==> src/rtl/acc_cpu_pkg.sv <==
// Shared definitions for the parameterised accumulator CPU: default sizes,
// opcode encodings and FSM state encodings.
package acc_cpu_pkg;

    localparam int unsigned DEF_DATA_W  = 16;
    localparam int unsigned DEF_IMEM_AW = 5;
    localparam int unsigned DEF_DMEM_AW = 4;
    localparam int unsigned DEF_INSTR_W = 16;
    localparam int unsigned OPC_W       = 4;

    typedef logic [OPC_W-1:0] opcode_t;

    localparam opcode_t OP_NOP = 4'h0;
    localparam opcode_t OP_LDA = 4'h1;
    localparam opcode_t OP_ADD = 4'h2;
    localparam opcode_t OP_SUB = 4'h3;
    localparam opcode_t OP_AND = 4'h4;
    localparam opcode_t OP_OR  = 4'h5;
    localparam opcode_t OP_XOR = 4'h6;
    localparam opcode_t OP_STA = 4'h7;
    localparam opcode_t OP_JMP = 4'h8;
    localparam opcode_t OP_JZ  = 4'h9;
    localparam opcode_t OP_JN  = 4'hA;
    localparam opcode_t OP_OUT = 4'hB;
    localparam opcode_t OP_HLT = 4'hF;

    typedef logic [2:0] state_t;

    localparam state_t ST_IDLE    = 3'd0;
    localparam state_t ST_FETCH   = 3'd1;
    localparam state_t ST_OPERAND = 3'd2;
    localparam state_t ST_EXEC    = 3'd3;
    localparam state_t ST_HALT    = 3'd4;

    // Opcodes whose ALU result is written back to the accumulator and flags.
    function automatic logic updates_flags(input opcode_t op);
        return op inside {OP_LDA, OP_ADD, OP_SUB, OP_AND, OP_OR, OP_XOR};
    endfunction

endpackage

==> src/rtl/acc_cpu_alu.sv <==
// Combinational ALU for the accumulator CPU: result plus carry, signed
// overflow, negative and zero flags for the selected opcode.
module acc_cpu_alu
    import acc_cpu_pkg::*;
#(
    parameter int unsigned DATA_W = DEF_DATA_W
) (
    input  logic [DATA_W-1:0] a,
    input  logic [DATA_W-1:0] b,
    input  opcode_t           opcode,
    output logic [DATA_W-1:0] result,
    output logic              cout,
    output logic              overflow,
    output logic              NO,
    output logic              ZO
);

    logic [DATA_W:0] sum;
    logic [DATA_W:0] diff;

    assign sum  = {1'b0, a} + {1'b0, b};
    assign diff = {1'b0, a} - {1'b0, b};

    // SUB reports not-borrow in cout, so a >= b (unsigned) gives cout = 1.
    always_comb begin
        result   = a;
        cout     = 1'b0;
        overflow = 1'b0;
        case (opcode)
            OP_LDA: result = b;
            OP_ADD: begin
                result   = sum[DATA_W-1:0];
                cout     = sum[DATA_W];
                overflow = (a[DATA_W-1] == b[DATA_W-1]) && (sum[DATA_W-1] != a[DATA_W-1]);
            end
            OP_SUB: begin
                result   = diff[DATA_W-1:0];
                cout     = ~diff[DATA_W];
                overflow = (a[DATA_W-1] != b[DATA_W-1]) && (diff[DATA_W-1] != a[DATA_W-1]);
            end
            OP_AND: result = a & b;
            OP_OR:  result = a | b;
            OP_XOR: result = a ^ b;
            default: ;
        endcase
    end

    assign NO = result[DATA_W-1];
    assign ZO = (result == '0);

endmodule

==> src/rtl/acc_cpu_param.sv <==
// Parameterised accumulator CPU: three-cycle FETCH/OPERAND/EXEC sequencer with
// on-chip instruction and data register-array memories loadable while idle.
module acc_cpu_param
    import acc_cpu_pkg::*;
#(
    parameter int unsigned DATA_W  = DEF_DATA_W,
    parameter int unsigned IMEM_AW = DEF_IMEM_AW,
    parameter int unsigned DMEM_AW = DEF_DMEM_AW,
    parameter int unsigned INSTR_W = DEF_INSTR_W
) (
    input  logic               clk,
    input  logic               reset,
    input  logic               start,
    input  logic               load_instr,
    input  logic [IMEM_AW-1:0] load_instr_address,
    input  logic [INSTR_W-1:0] instruction_input,
    input  logic               load_data,
    input  logic [DMEM_AW-1:0] load_data_address,
    input  logic [DATA_W-1:0]  data_input,
    output logic               busy,
    output logic               halted,
    output logic [IMEM_AW-1:0] program_counter,
    output logic [DATA_W-1:0]  acc_value,
    output logic [DATA_W-1:0]  output_value,
    output logic               output_valid,
    output logic               cout,
    output logic               overflow,
    output logic               NO,
    output logic               ZO
);

    localparam int unsigned IMEM_DEPTH = 2 ** IMEM_AW;
    localparam int unsigned DMEM_DEPTH = 2 ** DMEM_AW;

    logic [INSTR_W-1:0] imem [IMEM_DEPTH];
    logic [DATA_W-1:0]  dmem [DMEM_DEPTH];

    state_t             state, state_nxt;
    logic [INSTR_W-1:0] ir, ir_nxt;
    logic [DATA_W-1:0]  mdr, mdr_nxt;
    logic [IMEM_AW-1:0] pc_nxt;
    logic [DATA_W-1:0]  acc_nxt, out_value_nxt;
    logic               out_valid_nxt, busy_nxt, halted_nxt;
    logic               cout_nxt, ov_nxt, no_nxt, zo_nxt;
    logic               imem_we, dmem_load_we, dmem_sta_we;

    opcode_t            opcode;
    logic [IMEM_AW-1:0] operand_i;
    logic [DMEM_AW-1:0] operand_d;

    logic [DATA_W-1:0]  alu_result;
    logic               alu_cout, alu_ov, alu_no, alu_zo;

    // Instruction bits between operand and opcode are don't-care.
    logic               unused_ir;

    assign opcode    = ir[INSTR_W-1 -: OPC_W];
    assign operand_i = ir[IMEM_AW-1:0];
    assign operand_d = ir[DMEM_AW-1:0];
    assign unused_ir = ^ir;

    acc_cpu_alu #(
        .DATA_W (DATA_W)
    ) u_alu (
        .a        (acc_value),
        .b        (mdr),
        .opcode   (opcode),
        .result   (alu_result),
        .cout     (alu_cout),
        .overflow (alu_ov),
        .NO       (alu_no),
        .ZO       (alu_zo)
    );

    // Next-state and datapath control.
    always_comb begin
        state_nxt     = state;
        pc_nxt        = program_counter;
        ir_nxt        = ir;
        mdr_nxt       = mdr;
        acc_nxt       = acc_value;
        out_value_nxt = output_value;
        out_valid_nxt = 1'b0;
        cout_nxt      = cout;
        ov_nxt        = overflow;
        no_nxt        = NO;
        zo_nxt        = ZO;
        imem_we       = 1'b0;
        dmem_load_we  = 1'b0;
        dmem_sta_we   = 1'b0;

        case (state)
            ST_IDLE, ST_HALT: begin
                imem_we      = load_instr;
                dmem_load_we = load_data;
                if (start) begin
                    state_nxt = ST_FETCH;
                    pc_nxt    = '0;
                    acc_nxt   = '0;
                    cout_nxt  = 1'b0;
                    ov_nxt    = 1'b0;
                    no_nxt    = 1'b0;
                    zo_nxt    = 1'b0;
                end
            end
            ST_FETCH: begin
                ir_nxt    = imem[program_counter];
                pc_nxt    = program_counter + IMEM_AW'(1);
                state_nxt = ST_OPERAND;
            end
            ST_OPERAND: begin
                mdr_nxt   = dmem[operand_d];
                state_nxt = ST_EXEC;
            end
            ST_EXEC: begin
                state_nxt = ST_FETCH;
                if (updates_flags(opcode)) begin
                    acc_nxt  = alu_result;
                    cout_nxt = alu_cout;
                    ov_nxt   = alu_ov;
                    no_nxt   = alu_no;
                    zo_nxt   = alu_zo;
                end
                case (opcode)
                    OP_STA: dmem_sta_we = 1'b1;
                    OP_JMP: pc_nxt = operand_i;
                    OP_JZ:  if (ZO) pc_nxt = operand_i;
                    OP_JN:  if (NO) pc_nxt = operand_i;
                    OP_OUT: begin
                        out_value_nxt = acc_value;
                        out_valid_nxt = 1'b1;
                    end
                    OP_HLT: state_nxt = ST_HALT;
                    default: ;
                endcase
            end
            default: state_nxt = ST_IDLE;
        endcase

        busy_nxt   = (state_nxt == ST_FETCH) || (state_nxt == ST_OPERAND) || (state_nxt == ST_EXEC);
        halted_nxt = (state_nxt == ST_HALT);
    end

    // State and architectural registers.
    always_ff @(posedge clk) begin
        if (reset) begin
            state           <= ST_IDLE;
            program_counter <= '0;
            ir              <= '0;
            mdr             <= '0;
            acc_value       <= '0;
            output_value    <= '0;
            output_valid    <= 1'b0;
            cout            <= 1'b0;
            overflow        <= 1'b0;
            NO              <= 1'b0;
            ZO              <= 1'b0;
            busy            <= 1'b0;
            halted          <= 1'b0;
        end else begin
            state           <= state_nxt;
            program_counter <= pc_nxt;
            ir              <= ir_nxt;
            mdr             <= mdr_nxt;
            acc_value       <= acc_nxt;
            output_value    <= out_value_nxt;
            output_valid    <= out_valid_nxt;
            cout            <= cout_nxt;
            overflow        <= ov_nxt;
            NO              <= no_nxt;
            ZO              <= zo_nxt;
            busy            <= busy_nxt;
            halted          <= halted_nxt;
        end
    end

    // Memories keep their contents across reset; reset only suppresses writes.
    always_ff @(posedge clk) begin
        if (!reset && imem_we) begin
            imem[load_instr_address] <= instruction_input;
        end
    end

    always_ff @(posedge clk) begin
        if (!reset) begin
            if (dmem_load_we) begin
                dmem[load_data_address] <= data_input;
            end else if (dmem_sta_we) begin
                dmem[operand_d] <= acc_value;
            end
        end
    end

endmodule

==> config.mk <==
export PLATFORM = sky130hd
export DESIGN_NAME = acc_cpu_param
export DESIGN_NICKNAME = d
export VERILOG_FILES = /design/src/rtl/acc_cpu_pkg.sv /design/src/rtl/acc_cpu_alu.sv /design/src/rtl/acc_cpu_param.sv
export SDC_FILE = /design/constraint.sdc
export NUM_CORES = 1
export LEC_CHECK = 0
export BUFFER_PORTS_ARGS = -buffer_cell sky130_fd_sc_hd__buf_4
export CAP_MARGIN = 30
export CORE_ASPECT_RATIO = 1.1
export CORE_MARGIN = 3
export CORE_UTILIZATION = 60
export DETAILED_ROUTE_END_ITERATION = 6
export PLACE_DENSITY = 0.77
export SYNTH_ARGS = -nofsm -noshare
export SYNTH_HDL_FRONTEND = slang
export SYNTH_SLANG_ARGS = --single-unit
==> constraint.sdc <==
create_clock -name clk -period 5 [get_ports clk]
set_input_delay 0.5 -clock clk [delete_from_list [all_inputs] [get_ports clk]]
set_output_delay 0.5 -clock clk [all_outputs]
set_load 0.05 [all_outputs]
Word level (Yosys, flattened, before mapping)
Memory sizes are Yosys's and may differ from the RTL's. A register that Yosys moved wholly into a read port is not among the register bits.
Cells that the tools add are included.

operators by class
  add/subtract/negate cells = 3
  equal/unequal tests = 29
  mux-type cells = 40
  bitwise logic cells = 5
  reductions and logical operators = 17

operators by type and width
  operator                                                          number
  16-bit one-hot mux with 6 select lines                            1
  16-bit 2-to-1 mux                                                 3
  16-bit one-hot mux with 2 select lines                            1
  5-bit one-hot mux with 3 select lines                             2
  4-bit == test (second input constant)                             5
  1-bit 2-to-1 mux                                                  20
  16-bit by 16-bit adder with 17-bit output                         1
  16-bit by 16-bit subtractor with 17-bit output                    1
  16-bit AND                                                        1
  4-bit by 3-bit == test with 1-bit output (second input constant)  4
  16-bit zero test                                                  1
  16-bit bitwise OR                                                 1
  16-bit OR reduction                                               1
  16-bit bitwise XOR                                                1
  5-bit 2-to-1 mux                                                  3
  3-bit by 2-bit == test with 1-bit output (second input constant)  4
  1-bit one-hot mux with 2 select lines                             6
  3-bit one-hot mux with 4 select lines                             1
  4-bit by 2-bit == test with 1-bit output (second input constant)  2
  3-bit by 1-bit == test with 1-bit output (second input constant)  2
  3-bit == test (second input constant)                             2
  3-bit 2-to-1 mux                                                  2
  3-bit != test (second input constant)                             2
  6-bit nonzero test                                                1
  18 further kinds                                                  26

storage, ports and cells
  flip-flop bits (word level) = 47
  RAM bits = 768
  bits of input ports = 46
  word-level logic and storage cells = 107
  memories kept = 2

memory list
  name  words  bits a word  rd ports  clocked after Yosys merged registers in  wr ports  line                 text
  imem  32     16           1         1                                        1         acc_cpu_param.sv:35  logic [INSTR_W-1:0] imem [IMEM_DEPTH];
  dmem  16     16           1         1                                        1         acc_cpu_param.sv:36  logic [DATA_W-1:0] dmem [DMEM_DEPTH];

Logic depth before layout (Yosys ltp)
Gate-level depths: netlist of run 1.

  word-level depth = 9
  gate-level depth with buffers = 14

Modules after synthesis
Synthesis of run 1 repeated with hierarchy kept, for this count alone.

second synthesis, totals
  cell total of the unflattened synthesis = 1920
  area, all modules = 27299.9 um^2

by module, submodules not included
  module         times used  cells an instance  area each (um^2)  sequential area each (um^2)
  acc_cpu_param  1           1454               24125.6           17777.0
  acc_cpu_alu    1           466                3174.3            0.0

Worst setup path after synthesis of run 1
No wires, ideal clock.

  kind = reg-to-reg
  from = reg acc_value[0]
  to = reg ZO
  arrival time = 3.074 ns
  path slack = 1.808 ns
  stages on the path, launching flop included = 14
  buffers on the path = 0
  clock period less this slack = 3.192 ns
  path through = dfxtp_1 -> ha_1 -> inv_1 -> fa_1 -> nor2b_1 -> o211ai_1 -> a211oi_1 -> o221ai_1 -> a22o_1 -> mux2_2 -> o22ai_1 -> nor4_2 -> nand3_1 -> o21ai_1

between the ends
  word-level cells in the longest chain between the ends = 5

ends and longest elaborated chain
  what                                                                    line                  text
  start: declaration                                                      acc_cpu_param.sv:23   output logic [DATA_W-1:0] acc_value,
  start signal: assignment                                                acc_cpu_param.sv:165  acc_value <= acc_nxt;
  16-bit by 16-bit subtractor with 17-bit output (tied with other cells)  acc_cpu_alu.sv:22     assign diff = {1'b0, a} - {1'b0, b};
  16-bit one-hot mux with 6 select lines (*)                              acc_cpu_alu.sv:29     case (opcode)
  16-bit zero test (*)                                                    acc_cpu_alu.sv:49     assign ZO = (result == '0);
  1-bit 2-to-1 mux (*)                                                    acc_cpu_param.sv:117  if (updates_flags(opcode)) begin
  1-bit one-hot mux with 2 select lines (*)                               acc_cpu_param.sv:92   case (state)
  end signal: assignment                                                  acc_cpu_param.sv:171  ZO <= zo_nxt;
  end: declaration                                                        acc_cpu_param.sv:29   output logic ZO

Mark *: on every way between the ends. The rest lies on a longest branch, timed or not. The select of a mux whose other input is x is not followed.
A chain may end at the register's enable or synchronous reset.

Worst setup path in the final report of run 1
  from = reg state[0]
  to = mem dmem[10][2] (netlist name), enable pin

between the ends
  word-level cells in the longest chain between the ends = 8

ends and longest elaborated chain
  what                                                              line                                       text
  start: declaration                                                acc_cpu_param.sv:38                        state_t state, state_nxt;
  start signal: assignment                                          acc_cpu_param.sv:161                       state <= state_nxt;
  3-bit by 2-bit == test with 1-bit output (tied with other cells)  acc_cpu_param.sv:92
  1-bit 2-to-1 mux or 2-bit OR reduction (tied branches)            acc_cpu_param.sv:92
  1-bit 2-to-1 mux, on equally long branches                        acc_cpu_param.sv:188, acc_cpu_param.sv:92
  1-bit 2-to-1 mux                                                  acc_cpu_param.sv:186                       if (dmem_load_we) begin
  1-bit 2-to-1 mux                                                  acc_cpu_param.sv:185                       if (!reset) begin
  1-bit 2-to-1 mux (implied by the code)                            acc_cpu_param.sv:189                       dmem[operand_d] <= acc_value;
  16-bit OR reduction (no line)                                     -
  4-bit 2-to-1 mux (no line) or 1-bit 2-to-1 mux (tied branches)    -
  end: declaration                                                  acc_cpu_param.sv:36

Parallel ways exist; a longest one is shown, timed or not.

==> results.toml, run 1 <==
[status]
status = "finished, final reports clean"

[synthesis]
synth_cell_type_count = 79
seq_area_frac_synth_pct = 67.1
synthFlopType = "edfxtp_1"
synth_area_mm2 = 0.0265
synth_fp_nets = 1708
synth_top_area_share_pct = 61.7
syn_avg_cell_area_um2 = 16.5
syn_inst = 1608
synth_edf_count = 544
ys_top_cells_by_count = "edfxtp_1 (544), mux4_2 (170), nor2_1 (127)"
yosysMostFrequentCell = "edfxtp_1"
ys_warn_count = 0
netlist_top_cells_area = "edfxtp_1 (62%), mux4_2 (14%), dfxtp_1 (5.4%), ha_1 (2.5%), nor2_1 (1.8%)"
yosysTopAreaCell = "edfxtp_1"
async_flop_share_pct = 0
ys_ff_latch = 615

[floorplan]
ios = 90
fp.dieH_um = 226
die_x_um = 206
fp.dieArea_mm2 = 0.0467
initial_utilization_pct = 60.9
core-area_mm2 = 0.0434
rows = 80

[power]
power_density_mw_per_mm2 = 368
cellLeakagePower_uw = 0.00939
p_clk_share_pct = 38.9
ir_drop_uv = 321
p_sw_share_pct = 22.8
pwr-share-seq_pct = 52.2
pwr-share-comb_pct = 8.9
internal_power_uw = 8440
p_sw_uw = 2490

[global_route]
grtUsageMet3_pct = 4.01
met2_usage_pct = 47.2
grt_pass1_wl_um = 95700
antenna_found_initial = 1
gr-max-usage-layer = "met2"
grtUsageMet1_pct = 37.2
overflow = 0
grt_usage_pct = 27.7
grt_start_max_net_pins = 74
grt_pass1_vias = 15300

[route]
drtAntennaViolNets = 0
wl_um = 62500
drt-vias-per-instance = 6.57
vias = 15300
first_iter_violations = 1728
wl_per_cell_um = 26.9
firstDrtPassIters = 5
route.detailed.drc = 0

[sta]
tightest_slew_ns = 1.05
maxSlewViolCount = 0
hold_viol = 0
post-route-min-period_ns = 3.85
rsz0062_at_grt = "no"
slew_headroom_pct = 29.6
clock_skew_ns = 0.0230
fin_crit_sh_pct = 77.1
fmax_mhz = 260
setup_tns_ns = 0
setup_viol = 0
final.setup.worst_slack_ns = 1.15

[clocking]
clock_latency_ns = 0.61
root_buffer = "clkbuf_16"
clk_pin_slew_ns = 0.06
cts_resized = 0
cts_tree = "done"
cts-buffers-inserted = 57
post_cts_buffers = 0
h-tree-depth = 2
cts_buffer_depth = 3
hold_buffers = 0
numClockSinks = 615

[cells_and_area]
nets = 1803
syn2layout_area_growth_pct = 12.4
final.fill_count = 2782
final_core_util_pct = 68.5
layout-drive-gt1-share_pct = 24.3
seq_area_mm2 = 0.0178
multiInputGateArea_mm2 = 0.00814

[job]
drv_cap = 0

[setup_path]
path_class = "reg2reg"
cp.required_ns = 5.24
path_max_fanout = 35
worstPathArrival_ns = 4.09
critPathCaptureType = "register"
cp-start-kind = "register"

[place]
post-place-ws_ns = 1.19
place.gp.congestion = 0.923
dp_hpwl_um = 39100
place.port_buffers = 82

[worst_hold_path]
hp-class = "in2reg"
[stage by stage]
stage | hold WS, ns | total power, uW | area [um^2] | cells
floorplan | 0.453 | 6440 | 26500 | 1608
global placement | 0.444 | 6730 | 27700 | 2208
detailed placement | 0.447 | 6770 | 27800 | 2215
CTS | 0.283 | 11000 | 29700 | 2316
global route | 0.300 | 11300 | 29700 | 2319
finish | 0.314 | 10900 | 29700 | 2320
[power groups by stage]
stage          clock network [uW]  registers [uW]  logic, uW
2_1_floorplan                   0            5770        673
3_3_place_gp                    0            5820        912
3_5_place_dp                    0            5820        953
4_1_cts                      4310            5710        966
5_1_grt                      4510            5710       1040
6_report                     4250            5700        977
[final cells by class]
| class | count | share of cell area (%) |
|---|---|---|
| clock inverters | 35 | 1.13 |
| well taps | 574 | 2.41 |
| inverters | 58 | 0.732 |
| repair buffers | 126 | 3.55 |
| multi-input cells | 845 | 27.4 |
| diodes | 1 | 0.00841 |
| flip-flops and latches | 615 | 59.7 |
| clock buffers | 66 | 5.05 |
[registers in the layout (all words and copies together) (netlist names)]
register and flops:
acc_value 15, NO 1, output_value 16, busy 1, output_valid 1, halted 1, mdr 16, dmem 256
ZO 1, overflow 1, imem 288, state 3, ir 9, program_counter 5, cout 1
[placed cells by master, fill, tap and decap left out, drive strengths merged, types with 9 or more instances in the layout]
cell    Yosys  routed
a211oi     22      22
a21oi      79      79
a221oi     11      11
a22oi      14      14
a31oi      12      12
buf        36     126
clkbuf     54      66
clkinv      0      27
dfxtp      71      71
edfxtp    544     544
ha         52      52
inv        58      60
mux2i      12      12
mux4      170     170
nand2     116     116
nand2b      9       9
nand3      13      13
nor2      127     127
nor2b       9       9
nor3       15      15
o21ai      40      40
o22ai      10      10
[worst paths after layout]
| path | start | to | slack (ns) | depth (start not counted) |
|---|---|---|---|---|
| max | state[0]$_SDFF_PP0_ | dmem[10][2]$_DFFE_PP_ | 1.15 | 7 |
| min | instruction_input[15] | imem[26][15]$_DFFE_PP_ | 0.31 | 1 |
| max reg2reg | state[0]$_SDFF_PP0_ | dmem[10][2]$_DFFE_PP_ | 1.15 | 7 |
| min reg2reg | output_value[6]$_SDFFE_PP0P_ | output_value[6]$_SDFFE_PP0P_ | 0.46 | 2 |
[metal layers]
layer | vias up | wire length, um
met1 | 7697 | 23000
met4 | 2 | 2340
met2 | 805 | 32100
met5 | - | 13
met3 | 154 | 4960
li1 | 6592 | -
[logic make-up after synthesis]
logic type / Yosys count / share of synthesized area (%)
buffers and inverters: 148 / 2.37
muxes: 184 / 15.0
adders and majority gates: 54 / 2.61
AOI/OAI and AO/OA: 260 / 6.65
and+or+nand+nor: 343 / 6.11
xor gates and xnor gates: 4 / 0.132
DFF: 615 / 67.1
[critical path, cell delays in order, from the launching register on]
cell and delay (ns):
dfxtp_1 0.43, inv_1 0.11, nor2_1 0.33, nand2_1 0.25, or4_1 1.02, nor3_1 0.32, a21oi_1 0.18, nor2_2 0.81
Power figures use the tool's default switching activity.
==> run 2: changes to the inputs <==
--- a/config.mk
+++ b/config.mk
@@ -9,9 +9,9 @@
 export CAP_MARGIN = 30
 export CORE_ASPECT_RATIO = 1.1
 export CORE_MARGIN = 3
-export CORE_UTILIZATION = 60
+export CORE_UTILIZATION = 56
 export DETAILED_ROUTE_END_ITERATION = 6
-export PLACE_DENSITY = 0.77
+export PLACE_DENSITY = 0.76
 export SYNTH_ARGS = -nofsm -noshare
 export SYNTH_HDL_FRONTEND = slang
 export SYNTH_SLANG_ARGS = --single-unit
==> constraint.sdc (replaced) <==
create_clock -name clk -period 3.2 [get_ports clk]
set_input_delay 0.32 -clock clk [delete_from_list [all_inputs] [get_ports clk]]
set_output_delay 0.32 -clock clk [all_outputs]
set_load 0.05 [all_outputs]
==> results.toml, run 2 (same netlist as run 1, synthesis figures left out) <==
[cells_and_area]
num_antenna_cells = 0
largest-register = "imem"
syn2layout_area_growth_pct = 16.4
final_common_cell = "edfxtp_1"
mostFrequentLayoutCells = "edfxtp_1 (544), buf_4 (220), mux4_2 (170)"
nets = 1910
largest_register_ffs = 288
final_core_util_pct = 66.7
stdcell_count = 2447
layout-drive-gt1-share_pct = 29.9
reg_top3 = "imem: 288 flops, dmem: 256 flops"

[clocking]
cts_tree = "done"
cts_buffer_depth = 3
root_buffer = "clkbuf_16"
clk_pin_slew_ns = 0.06
cts-buffers-inserted = 59
clock_latency_ns = 0.63
numClockSinks = 615
h-tree-depth = 2

[route]
wl_per_cell_um = 26.6
vias = 15500
wl_um = 65000
drtAntennaViolNets = 0
route.detailed.drc = 0
first_iter_violations = 1409
drt-vias-per-instance = 6.33
firstDrtPassIters = 5

[sta]
hold_viol = 0
rsz0062_at_grt = "yes"
clock_skew_ns = 0.0212
fmax_mhz = 317
setup_viol = 0
post-route-min-period_ns = 3.15
slew_headroom_pct = 39.9
maxSlewViolCount = 0
fin_crit_sh_pct = 98.5
tightest_slew_ns = 0.899

[global_route]
grt_pass1_wl_um = 97500
grt_usage_pct = 26.5
grt_start_max_net_pins = 38
antenna_found_initial = 2
grt_pass1_vias = 15800
overflow = 0

[place]
place.port_buffers = 82
dp_hpwl_um = 43300
place.gp.congestion = 0.910
dp.cells = 2334

[setup_path]
path_cells = "ha_2 -> inv_1 -> fa_2 -> nor2b_2 -> o211ai_1 -> buf_4 -> a211o_1 -> a211oi_2 -> o21ai_0 -> a21oi_1 -> nand4_1 -> nor4_2 -> nand3_1 -> o21ai_1"
rr_worst_depth = 14
path_buf_inv = 2
critPathTopFamily = "compound AO/OA/AOI/OAI gates"
cpMaxStageDelayCell = "fa_2"
worstPathArrival_ns = 3.71
max_stage_delay_ns = 0.38
cp.required_ns = 3.76
cp-start-kind = "register"
path_max_fanout = 4
reg2reg_from = "acc_value[0]$_SDFFE_PP0P_"
critPathCaptureType = "register"
r2r-end = "ZO$_SDFFE_PP0P_"
path_class = "reg2reg"
reg2reg_slack_ns = 0.05

[floorplan]
core-area_mm2 = 0.0462
fp.dieH_um = 234
ios = 90
die_x_um = 213
initial_utilization_pct = 57.3
rows = 82
fp.dieArea_mm2 = 0.0499

[worst_hold_path]
min_delay_path_depth = 3
hp-class = "in2reg"
hold_path_end = "busy$_SDFF_PP0_"
min_from = "start"

[power]
cellLeakagePower_uw = 0.00999
total_power_uw = 17600
ir_drop_uv = 541
power_density_mw_per_mm2 = 570

[status]
status = "finished, final reports clean"

[job]
drv_cap = 0
[run 2: cell types whose count changed in the layout (fill, tap and decap cells not counted), moves of 3 or more]
cell / previous run / this run
dfxtp_2: 1 / 6
clkinv_2: 12 / 8
a211oi_2: 0 / 3
ha_2: 0 / 5
clkbuf_1: 6 / 11
buf_4: 115 / 220
ha_1: 52 / 46
dfxtp_1: 67 / 61
a211oi_1: 22 / 19
[run 2: metal layers]
layer | vias up | part of all wire, % | GRT usage [%]
met1 | 7915 | 38 | 33.4
li1 | 6803 | - | -
met2 | 624 | 51 | 46.2
met5 | - | 0.042 | 0
met3 | 155 | 6.8 | 5.06
met4 | 4 | 4.0 | 9.96
[run 2: final cells by class]
cell class,count,area [um^2]
flip-flops and latches,615,17800
fillers,3063,15400
multi-input cells,845,8240
repair buffers,231,1840
clock buffers,74,1580
well taps,588,736
clock inverters,36,393
inverters,58,218
[run 2: power breakdown]
group,leakage (uW),internal (uW),switching [uW],total (uW)
logic,0.00356,699,918,1620
registers,0.00547,8790,97.9,8890
clock network,0.000956,4080,2970,7040
[run 2: metrics by stage]
stage	TNS, ns	area (um^2)	setup slack [ns]	hold WS, ns
CTS	0	30600	0.0315	0.0517
finish	0	30800	0.0484	0.0856
detailed placement	0	28700	0.0476	0.449
global placement	0	28600	0.112	0.443
global route	-0.0400	30800	-0.0400	0.0960
floorplan	0	26500	0.00825	0.419
[run 2: what timing repair did]
item,in CTS,in global routing
buffers inserted,0,1
endpoints found under the hold margin,10,0
gates resized for setup,0,29
setup endpoints to repair,0,5
hold buffers,1,0
[run 2: worst max-delay path by stage]
stage | start | to | slack (ns) | depth (start not counted)
global route | mdr[6]$_SDFFE_PP0N_ | ZO$_SDFFE_PP0P_ | -0.04 | 12
CTS | mdr[4]$_SDFFE_PP0N_ | overflow$_SDFFE_PP0P_ | 0.03 | 12
floorplan | acc_value[0]$_SDFFE_PP0P_ | ZO$_SDFFE_PP0P_ | 0.008 | 13
detailed placement | mdr[0]$_SDFFE_PP0N_ | ZO$_SDFFE_PP0P_ | 0.05 | 14
finish | acc_value[0]$_SDFFE_PP0P_ | ZO$_SDFFE_PP0P_ | 0.05 | 14
global placement | mdr[0]$_SDFFE_PP0N_ | ZO$_SDFFE_PP0P_ | 0.11 | 14
[run 2: worst reg2reg max path, stage by stage, from the launching register on]
cell      delay (ns)
dfxtp_2         0.36
ha_2            0.19
inv_1           0.05
fa_2            0.38
nor2b_2         0.14
o211ai_1        0.14
buf_4           0.18
a211o_1         0.32
a211oi_2        0.21
o21ai_0         0.11
a21oi_1         0.24
nand4_1         0.14
nor4_2          0.36
nand3_1         0.13
o21ai_1         0.13
